<file path="src/rtl/dfr0520_pkg.sv">
// rtl/dfr0520_pkg.sv - shared command codes, defaults and FSM state type for the DFR0520 responder
package dfr0520_pkg;

  localparam logic [1:0] CMD_NOP   = 2'b00;
  localparam logic [1:0] CMD_WRITE = 2'b01;
  localparam logic [1:0] CMD_SHDN  = 2'b10;
  localparam logic [1:0] CMD_NOP3  = 2'b11;

  localparam int         FRAME_BITS_DEFAULT  = 16;
  localparam logic [7:0] WIPER_RESET_DEFAULT = 8'h80;

  typedef enum logic [1:0] {
    IDLE   = 2'd0,
    RECV   = 2'd1,
    OVER   = 2'd2,
    COMMIT = 2'd3
  } state_t;

endpackage

</file>
<file path="src/rtl/dfr0520_spi_responder_if.sv">
// rtl/dfr0520_spi_responder_if.sv - SPI pins and pot-state outputs of the DFR0520 responder
interface dfr0520_spi_responder_if;

  logic       CS;
  logic       SCK;
  logic       MOSI;
  logic [7:0] wiper0;
  logic [7:0] wiper1;
  logic       shdn0;
  logic       shdn1;
  logic [1:0] last_cmd;
  logic [1:0] last_sel;
  logic       frame_valid;
  logic       frame_err;

  modport master (
    output CS, SCK, MOSI,
    input  wiper0, wiper1, shdn0, shdn1, last_cmd, last_sel, frame_valid, frame_err
  );

  modport slave (
    input  CS, SCK, MOSI,
    output wiper0, wiper1, shdn0, shdn1, last_cmd, last_sel, frame_valid, frame_err
  );

endinterface

</file>
<file path="src/rtl/spi_in_sync.sv">
// rtl/spi_in_sync.sv - synchronizers and edge detect for the asynchronous SPI pins
module spi_in_sync #(
  parameter int SYNC_STAGES = 2
) (
  input  logic clk_in,
  input  logic rst,
  input  logic cs_in,
  input  logic sck_in,
  input  logic mosi_in,
  output logic cs_s,
  output logic sck_rise,
  output logic cs_rise,
  output logic cs_fall,
  output logic mosi_s
);

  logic [SYNC_STAGES-1:0] cs_sync_q;
  logic [SYNC_STAGES-1:0] sck_sync_q;
  logic [SYNC_STAGES-1:0] mosi_sync_q;
  logic                   cs_hist_q;
  logic                   sck_hist_q;

  // Reset values mirror an idle bus: deselected, clock low.
  always_ff @(posedge clk_in or posedge rst) begin
    if (rst) begin
      cs_sync_q   <= '1;
      sck_sync_q  <= '0;
      mosi_sync_q <= '0;
      cs_hist_q   <= 1'b1;
      sck_hist_q  <= 1'b0;
    end else begin
      cs_sync_q   <= {cs_sync_q[SYNC_STAGES-2:0], cs_in};
      sck_sync_q  <= {sck_sync_q[SYNC_STAGES-2:0], sck_in};
      mosi_sync_q <= {mosi_sync_q[SYNC_STAGES-2:0], mosi_in};
      cs_hist_q   <= cs_sync_q[SYNC_STAGES-1];
      sck_hist_q  <= sck_sync_q[SYNC_STAGES-1];
    end
  end

  assign cs_s     = cs_sync_q[SYNC_STAGES-1];
  assign mosi_s   = mosi_sync_q[SYNC_STAGES-1];
  assign sck_rise = sck_sync_q[SYNC_STAGES-1] & ~sck_hist_q;
  assign cs_rise  = cs_sync_q[SYNC_STAGES-1] & ~cs_hist_q;
  assign cs_fall  = ~cs_sync_q[SYNC_STAGES-1] & cs_hist_q;

endmodule

</file>
<file path="src/rtl/dfr0520_spi_responder.sv">
// rtl/dfr0520_spi_responder.sv - DFR0520 dual digipot SPI responder: frame capture, decode, wiper registers
module dfr0520_spi_responder
  import dfr0520_pkg::*;
#(
  parameter int         FRAME_BITS  = FRAME_BITS_DEFAULT,
  parameter logic [7:0] WIPER_RESET = WIPER_RESET_DEFAULT,
  parameter int         SYNC_STAGES = 2
) (
  input logic                     clk_in,
  input logic                     rst,
  dfr0520_spi_responder_if.slave  bus
);

  localparam int             CNT_W     = $clog2(FRAME_BITS + 2);
  localparam logic [CNT_W-1:0] FRAME_CNT = CNT_W'(FRAME_BITS);

  logic cs_s, sck_rise, cs_rise, cs_fall, mosi_s;

  spi_in_sync #(.SYNC_STAGES(SYNC_STAGES)) u_sync (
    .clk_in   (clk_in),
    .rst      (rst),
    .cs_in    (bus.CS),
    .sck_in   (bus.SCK),
    .mosi_in  (bus.MOSI),
    .cs_s     (cs_s),
    .sck_rise (sck_rise),
    .cs_rise  (cs_rise),
    .cs_fall  (cs_fall),
    .mosi_s   (mosi_s)
  );

  state_t           state_q, state_d;
  logic [CNT_W-1:0] cnt_q, cnt_d;
  logic             ovf_q, ovf_d;
  logic [1:0]       cmd_q, cmd_d;
  logic [1:0]       sel_q, sel_d;
  logic [7:0]       data_q, data_d;
  logic [7:0]       wiper0_q, wiper0_d, wiper1_q, wiper1_d;
  logic             shdn0_q, shdn0_d, shdn1_q, shdn1_d;
  logic [1:0]       last_cmd_q, last_cmd_d, last_sel_q, last_sel_d;
  logic             frame_valid_q, frame_valid_d, frame_err_q, frame_err_d;
  logic [SYNC_STAGES:0] settle_q;
  logic             armed_q, armed_d;

  // A CS already low when reset releases must not open a frame: only arm
  // cs_fall once the synchronizer holds real pin data and has seen CS high.
  assign armed_d = armed_q | (settle_q[SYNC_STAGES] & cs_s);

  always_ff @(posedge clk_in or posedge rst) begin
    if (rst) begin
      state_q       <= IDLE;
      cnt_q         <= '0;
      ovf_q         <= 1'b0;
      cmd_q         <= '0;
      sel_q         <= '0;
      data_q        <= '0;
      wiper0_q      <= WIPER_RESET;
      wiper1_q      <= WIPER_RESET;
      shdn0_q       <= 1'b0;
      shdn1_q       <= 1'b0;
      last_cmd_q    <= '0;
      last_sel_q    <= '0;
      frame_valid_q <= 1'b0;
      frame_err_q   <= 1'b0;
      settle_q      <= '0;
      armed_q       <= 1'b0;
    end else begin
      state_q       <= state_d;
      cnt_q         <= cnt_d;
      ovf_q         <= ovf_d;
      cmd_q         <= cmd_d;
      sel_q         <= sel_d;
      data_q        <= data_d;
      wiper0_q      <= wiper0_d;
      wiper1_q      <= wiper1_d;
      shdn0_q       <= shdn0_d;
      shdn1_q       <= shdn1_d;
      last_cmd_q    <= last_cmd_d;
      last_sel_q    <= last_sel_d;
      frame_valid_q <= frame_valid_d;
      frame_err_q   <= frame_err_d;
      settle_q      <= {settle_q[SYNC_STAGES-1:0], 1'b1};
      armed_q       <= armed_d;
    end
  end

  always_comb begin
    state_d       = state_q;
    cnt_d         = cnt_q;
    ovf_d         = ovf_q;
    cmd_d         = cmd_q;
    sel_d         = sel_q;
    data_d        = data_q;
    wiper0_d      = wiper0_q;
    wiper1_d      = wiper1_q;
    shdn0_d       = shdn0_q;
    shdn1_d       = shdn1_q;
    last_cmd_d    = last_cmd_q;
    last_sel_d    = last_sel_q;
    frame_valid_d = 1'b0;
    frame_err_d   = 1'b0;

    case (state_q)
      IDLE: begin
        if (cs_fall && armed_q) begin
          cnt_d   = '0;
          ovf_d   = 1'b0;
          state_d = RECV;
        end
      end

      RECV: begin
        if (cs_rise) begin
          state_d = COMMIT;
        end else if (sck_rise) begin
          if (cnt_q == FRAME_CNT) begin
            ovf_d   = 1'b1;
            state_d = OVER;
          end else begin
            cnt_d  = cnt_q + CNT_W'(1);
            data_d = {data_q[6:0], mosi_s};
            // Only the cmd (frame bits 13:12) and sel (9:8) fields are kept;
            // the rest of the command byte is don't-care.
            if (cnt_q == CNT_W'(2) || cnt_q == CNT_W'(3)) begin
              cmd_d = {cmd_q[0], mosi_s};
            end
            if (cnt_q == CNT_W'(6) || cnt_q == CNT_W'(7)) begin
              sel_d = {sel_q[0], mosi_s};
            end
          end
        end
      end

      OVER: begin
        if (cs_rise) begin
          state_d = COMMIT;
        end
      end

      COMMIT: begin
        state_d = IDLE;
        if (!ovf_q && cnt_q == FRAME_CNT) begin
          frame_valid_d = 1'b1;
          last_cmd_d    = cmd_q;
          last_sel_d    = sel_q;
          case (cmd_q)
            CMD_WRITE: begin
              if (sel_q[0]) begin
                wiper0_d = data_q;
                shdn0_d  = 1'b0;
              end
              if (sel_q[1]) begin
                wiper1_d = data_q;
                shdn1_d  = 1'b0;
              end
            end
            CMD_SHDN: begin
              if (sel_q[0]) shdn0_d = 1'b1;
              if (sel_q[1]) shdn1_d = 1'b1;
            end
            CMD_NOP, CMD_NOP3: begin
            end
          endcase
        end else if (ovf_q || cnt_q != '0) begin
          frame_err_d = 1'b1;
        end
      end

      default: state_d = IDLE;
    endcase
  end

  assign bus.wiper0      = wiper0_q;
  assign bus.wiper1      = wiper1_q;
  assign bus.shdn0       = shdn0_q;
  assign bus.shdn1       = shdn1_q;
  assign bus.last_cmd    = last_cmd_q;
  assign bus.last_sel    = last_sel_q;
  assign bus.frame_valid = frame_valid_q;
  assign bus.frame_err   = frame_err_q;

endmodule

</file>
<file path="src/flat_wrapper.sv">
// flat-port wrapper written by rule: the top's interface ports become plain ports
module dfr0520_spi_responder_flat import dfr0520_pkg::*;
#(
  parameter int         FRAME_BITS  = FRAME_BITS_DEFAULT,
  parameter logic [7:0] WIPER_RESET = WIPER_RESET_DEFAULT,
  parameter int         SYNC_STAGES = 2
)
  (clk_in, rst, bus_CS, bus_SCK, bus_MOSI, bus_wiper0, bus_wiper1, bus_shdn0, bus_shdn1, bus_last_cmd, bus_last_sel, bus_frame_valid, bus_frame_err);
  dfr0520_spi_responder_if bus_i ();
  input logic clk_in;
  input logic rst;
  input wire logic [$bits(bus_i.CS)-1:0] bus_CS;
  input wire logic [$bits(bus_i.SCK)-1:0] bus_SCK;
  input wire logic [$bits(bus_i.MOSI)-1:0] bus_MOSI;
  output wire logic [$bits(bus_i.wiper0)-1:0] bus_wiper0;
  output wire logic [$bits(bus_i.wiper1)-1:0] bus_wiper1;
  output wire logic [$bits(bus_i.shdn0)-1:0] bus_shdn0;
  output wire logic [$bits(bus_i.shdn1)-1:0] bus_shdn1;
  output wire logic [$bits(bus_i.last_cmd)-1:0] bus_last_cmd;
  output wire logic [$bits(bus_i.last_sel)-1:0] bus_last_sel;
  output wire logic [$bits(bus_i.frame_valid)-1:0] bus_frame_valid;
  output wire logic [$bits(bus_i.frame_err)-1:0] bus_frame_err;
  assign bus_i.CS = bus_CS;
  assign bus_i.SCK = bus_SCK;
  assign bus_i.MOSI = bus_MOSI;
  assign bus_wiper0 = bus_i.wiper0;
  assign bus_wiper1 = bus_i.wiper1;
  assign bus_shdn0 = bus_i.shdn0;
  assign bus_shdn1 = bus_i.shdn1;
  assign bus_last_cmd = bus_i.last_cmd;
  assign bus_last_sel = bus_i.last_sel;
  assign bus_frame_valid = bus_i.frame_valid;
  assign bus_frame_err = bus_i.frame_err;
  dfr0520_spi_responder #(.FRAME_BITS(FRAME_BITS), .WIPER_RESET(WIPER_RESET), .SYNC_STAGES(SYNC_STAGES)) u_core (.clk_in(clk_in), .rst(rst), .bus(bus_i));
endmodule
</file>
<file path="config.mk">
export PLATFORM = sky130hd
export DESIGN_NAME = dfr0520_spi_responder_flat
export DESIGN_NICKNAME = d
export VERILOG_FILES = /design/src/rtl/dfr0520_pkg.sv /design/src/rtl/dfr0520_spi_responder_if.sv /design/src/rtl/spi_in_sync.sv /design/src/rtl/dfr0520_spi_responder.sv /design/src/flat_wrapper.sv
export SDC_FILE = /design/constraint.sdc
export NUM_CORES = 1
export LEC_CHECK = 0
export CAP_MARGIN = 20
export CORE_ASPECT_RATIO = 0.75
export CORE_MARGIN = 5
export CORE_UTILIZATION = 61
export DETAILED_ROUTE_END_ITERATION = 6
export DONT_BUFFER_PORTS = 1
export PLACE_DENSITY = 0.83
export SLEW_MARGIN = 10
export SYNTH_ARGS = -nofsm -noshare
export SYNTH_HDL_FRONTEND = slang
export SYNTH_SLANG_ARGS = --single-unit
</file>
<file path="constraint.sdc">
create_clock -name clk_in -period 2.6 [get_ports clk_in]
set_clock_uncertainty 0.2 [all_clocks]
set_input_delay 0.26 -clock clk_in [delete_from_list [all_inputs] [get_ports clk_in]]
set_output_delay 0.26 -clock clk_in [all_outputs]
set_load 0.02 [all_outputs]
</file>
## Yosys cells after proc, flatten, opt, wreduce, memory -nomap -nowiden

Cells that the tools add are included.

- Memories: 0
- Word-level logic and storage cells: 102
- Output and inout bits: 24
- Register bits after elaboration: 56
- ROM bits: 0
- Input bits: 5
- RAM bits: 0
- Bits in latches: 0

- Mux-type cells: 27
- Add/sub/neg operators: 1
- Eq/ne operators: 22
- Reduce and logical (&&, ||, !) cells: 21
- Shift-type cells: 0
- Div/mod/pow operators: 0
- $mul: 0
- Bitwise gates (word level): 10
- $lt $le $gt $ge: 0

Operators with widths:

| operator | count |
|---|---|
| $reduce_and A5 Y1 | 6 |
| $mux W5 | 4 |
| $ne A2 B1 Y1 const B | 8 |
| $reduce_and A4 Y1 | 4 |
| $mux W1 | 13 |
| $eq A5 B2 Y1 const B | 2 |
| $eq A5 B3 Y1 const B | 2 |
| $mux W2 | 5 |
| $pmux W5 S2 | 1 |
| $pmux W2 S4 | 1 |
| $eq A2 B2 Y1 const B | 3 |
| $ne A3 B1 Y1 const B | 2 |
| $pmux W1 S2 | 3 |
| $add A5 B1 Y5 const B | 1 |
| $eq A5 B5 Y1 const B | 1 |
| $not A1 Y1 | 5 |
| $reduce_bool A5 Y1 | 1 |
| $and A1 B1 Y1 | 4 |
| $eq A2 B1 Y1 const B | 2 |
| $ne A2 B2 Y1 const B | 2 |
| $reduce_bool A2 Y1 | 2 |
| $logic_or A1 B1 Y1 | 3 |
| $logic_and A1 B1 Y1 | 2 |
| $logic_not A2 Y1 | 1 |
| 3 further kinds | 3 |

## Logic depth before layout (Yosys ltp)

- Word-level depth: 5
- Depth in mapped cells: 8
- Gate-level depth less buffers: 6

## Cells and area by module

From an unflattened synthesis, not the netlist that was laid out.

- Cell total of the unflattened synthesis: 173
- Area total of the unflattened synthesis: 2471.1 um^2

Modules (own cells, without submodules):

| module | area an instance (um^2) | times used | cells an instance | seq. area each (um^2) |
|---|---|---|---|---|
| dfr0520_spi_responder | 2242.2 | 1 | 161 | 1203.7 |
| spi_in_sync | 229.0 | 1 | 12 | 203.9 |

## Worst setup path before layout

OpenSTA, ideal clock, no wires.

- Path type: register to register
- Start: register u_core.cnt_q[0]
- End: register u_core.wiper0_q[0], in the netlist u_core.bus.wiper0[0]
- Stages on the path, launching flop included: 9
- Path buffers: 2
- Clock period less this slack: 2.043 ns
- Slack: 0.557 ns
- Setup time: 0.125 ns
- Required time: 2.275 ns
- Arrival: 1.718 ns
- Cells stage by stage: dfrtp_1 > inv_1 > ha_1 > nor4b_2 > and3_1 > buf_6 > and3_4 > buf_12 > mux2_4

- Word-level cells in the longest chain between the ends: 3

Ends and longest elaborated chain:

| item | RTL line | RTL |
|---|---|---|
| start: declaration | dfr0520_spi_responder.sv:33 | `logic [CNT_W-1:0] cnt_q, cnt_d;` |
| start signal: assignment | dfr0520_spi_responder.sv:69 | `cnt_q <= cnt_d;` |
| $eq A5 B5 Y1 | dfr0520_spi_responder.sv:142 | `if (!ovf_q && cnt_q == FRAME_CNT) begin` |
| $logic_and A1 B1 Y1 | dfr0520_spi_responder.sv:142 |  |
| $reduce_and A4 Y1 (no source line) | n/a |  |
| end signal: assignment | dfr0520_spi_responder.sv:74 | `wiper0_q <= wiper0_d;` |
| end: declaration | dfr0520_spi_responder.sv:38 | `logic [7:0] wiper0_q, wiper0_d, wiper1_q, wiper1_d;` |

Every way passes these cells.
A chain may end at the register's enable or synchronous reset.

## Worst setup path after layout

- Start: register u_core.state_q[1]
- End: register u_core.cnt_q[4]

- Word-level cells in the longest chain between the ends: 3
- Elaborated cells on any way between the ends: 9
- Those cells by class: eq/ne: 5; mux: 1; reduce/logical: 3

Ends and longest elaborated chain:

| item | RTL line | RTL |
|---|---|---|
| start: declaration | dfr0520_spi_responder.sv:32 | `state_t state_q, state_d;` |
| start signal: assignment | dfr0520_spi_responder.sv:68 | `state_q <= state_d;` |
| $eq A2 B1 Y1 / $logic_not A2 Y1 (equally long branches) | dfr0520_spi_responder.sv:103 | `case (state_q)` |
| $ne A2 B2 Y1 (no source line), or another cell as far along | n/a |  |
| $reduce_and A5 Y1 (no source line) | n/a |  |

Several ways; a longest one is shown, not always the timed one.

==> impl_metrics.toml <==
[outcome]
outcome = "finished clean"

[yosys]
synth_edf_count = 0
async_flop_share_pct = 100
yosysTopAreaCell = "dfrtp_1"
yosysWarnings = 0
synth.top_cell.area_share_pct = 52.5
syn_nets = 183
synth-seq-area-share_pct = 57.9
ys_types = 42
synthCells = 169
syn_area_per_cell_um2 = 14.4
yosys-top-cells-area = "dfrtp_1 (52%), mux2_4 (9.9%), mux2_2 (7.4%)"
synth_area_um2 = 2430
ys_ff_latch = 56
synth_ff_type = "dfrtp_1"

[min_path]
hold_class = "input pin to asynchronous set/reset pin"

[timing]
worst_slew_pin_slew_ns = 0.538
fin_ws_ns = 0.244
max_slew_margin_pct = 64.0
rsz0062_at_grt = "false"
hold_violations = 0
setup_tns_ns = 0
max_freq_mhz = 424
whs_ns = 0.158
setup-violations-final = 0
period_share_pct = 90.6
min_period_ns = 2.36
slew_viol_final = 0

[die]
die_x_um = 82.9
ioPinCount = 29
start_util_pct = 64.7
dieArea_um2 = 5360
core_area_um2 = 3760
std_cell_rows = 19
die-height_um = 64.7

[route]
vias = 1345
vias_per_cell = 5.82
first_pass_iters = 4
drc = 0
ant_nets = 0
routed_wl_mm = 4.03
wl_per_cell_um = 17.5
dr.first_iter.drc_count = 55

[worst_setup_path]
required_ns = 2.64
r2r_slack_ns = 0.24
critical_path_arrival_ns = 2.40
r2r_cells = 6
slowest_stage = "or4b_2"
max_stage_delay_ns = 0.67
r2r_end = "u_core.cnt_q[4]$_DFFE_PP0P_"
cp-startpoint = "u_core.state_q[1]$_DFFE_PP0P_"
end_kind = "flip-flop"
cp_max_fo = 13
worstSetupStartpointType = "flip-flop"
crit_chain = "inv_1, ha_1, nor2b_1, a21boi_1, or4b_2, nand3_1"
worstReg2RegStart = "u_core.state_q[1]$_DFFE_PP0P_"
critical_path_class = "flip-flop to flip-flop"

[power]
p_per_area_nw_per_um2 = 685
ir_drop_mv = 0.553
p_leak_nw = 1.22
finalPower_mw = 1.77

[clock_network]
clkLatencyLatePin_ns = 0.31
cts_num_sinks = 56
clockBufferDepth = 2
cts.clk_slew.worst_paths_ns = 0.10
cts_tree = "done"
post_cts_resized = 0
h-tree-depth = 2
cts-buffers-inserted = 5
cts-root-buf = "clkbuf_8"

[cells_and_area]
antennaDiodeCount = 0
syn2layout_area_growth_pct = 6.43
fillers = 282
drive_gt1_share_pct = 29.1
nets = 192
stdcell_area_um2 = 2590

[flow_run]
cap_viol_max_count = 0

[global_routing]
grt_first_pass_wirelength_mm = 6.87
grt.total_usage_pct = 16.1
grt_max_degree = 21
grt_pass1_vias = 1415
antenna_found_initial = 0
overflow = 0

[placement]
dp_slack_ns = 0.313
port_buffers = 0
gp_congestion = 0.794
postPlaceCellArea_um2 = 2460
dp_hpwl_mm = 3.05
-- layout by cell type, fill, tap and decap left out, drive strengths merged, types with 2 or more instances in the layout --
master	instances
nor2b	4
nand2	6
a22o	2
and3b	2
nor2	4
dlygate4sd3	4
nand3	2
buf	3
nor3	2
o21ai	5
and3	3
ha	9
o32a	2
mux2	32
inv	8
nand2b	3
a21o	3
dfrtp	51
nand4	3
clkbuf	6
dfstp	5
-- sequential cells by signal, summed over array words and instances (netlist names), 2 cells and up --
register / flops
u_core.u_sync.cs_sync_q: 2
u_core.bus.last_sel: 2
u_core.bus.wiper1: 8
u_core.state_q: 2
u_core.cmd_q: 2
u_core.sel_q: 2
u_core.u_sync.mosi_sync_q: 2
u_core.bus.last_cmd: 2
u_core.settle_q: 3
u_core.data_q: 8
u_core.bus.wiper0: 8
u_core.u_sync.sck_sync_q: 2
u_core.cnt_q: 5
-- per-layer routing --
metal  track usage [%]  part of all wire (%)  wire length, µm  vias to the layer above
li1                  -                     -                -                      613
met1              20.0                    42             1690                      687
met2              26.5                    50             2020                       40
met3              5.70                   6.5              264                        5
met4              5.51                   1.2               50                        0
met5                 0                     0                0                        -
-- worst max path at each step --
stage                                             endpoint  slack, ns
after floorplan           u_core.bus.wiper0[0]$_DFFE_PP0P_       0.56
after global placement    u_core.bus.wiper1[3]$_DFFE_PP0P_       0.44
after detailed placement       u_core.cnt_q[4]$_DFFE_PP0P_       0.31
after CTS                      u_core.cnt_q[4]$_DFFE_PP0P_       0.28
after global routing           u_core.cnt_q[4]$_DFFE_PP0P_       0.09
final                          u_core.cnt_q[4]$_DFFE_PP0P_       0.24
-- timing repair --
item                                   4_1_cts  5_1_grt
setup buffers                                0        0
endpoints found under the hold margin       56        0
hold buffers                                 4        0
-- metrics by stage --
stage | util (%) | std cells
after floorplan | - | 169
after global placement | 65.5 | 219
after detailed placement | 65.5 | 219
after CTS | 68.9 | 231
after global routing | 68.9 | 231
final | 68.9 | 231
-- layout make-up --
class                      count  area [µm²]  share of cell area (%)
tap                           52        65.1                    2.51
sequential                    56        1410                    54.4
inverter                       8        30.0                    1.16
clock buffer                   6        72.6                    2.80
clock inverter                 2        16.3                   0.629
multi-input combinational    100         933                    36.1
timing repair buffer           7        62.6                    2.42
-- synth_stat cells, types with 2 or more instances --
cell,instances
nand2b_1,3
o21ai_0,5
buf_12,2
o32a_1,2
nand4_1,3
mux2_2,16
a22o_1,2
ha_1,9
dfrtp_1,51
dfstp_2,5
and3_4,2
nor2b_1,4
nand2_1,6
nor3_1,2
and3b_1,2
nor2_1,4
mux2_4,16
nand3_1,2
a21o_1,3
inv_1,8
-- report_power, final --
group / switching [mW] / internal, mW
sequential: 0.0669 / 0.937
clock: 0.268 / 0.192
combinational: 0.168 / 0.141
total: 0.503 / 1.27
-- worst max-delay path: cells and delay by family, from the launching register on --
kind                     cells  cell delay, ns
buffers and inverters        1            0.11
AND/OR/NAND/NOR              3            0.97
AO/OA/AOI/OAI                1            0.18
adder cells (fa/ha/maj)      1            0.39
flip-flops                   1            0.44
-- kinds of logic (layout without fill, tap and decap cells) --
logic type	after synthesis	in the layout	share of synthesized area (%)
AOI/OAI and AO/OA	20	20	6.02
muxes	33	33	17.7
adders and majority gates	9	9	4.63
DFF	56	56	57.9
buffers and inverters	13	23	3.71
other	1	1	0.154
and+or+nand+nor	37	37	9.88
Note: power is estimated with default switching activity, not from simulation.
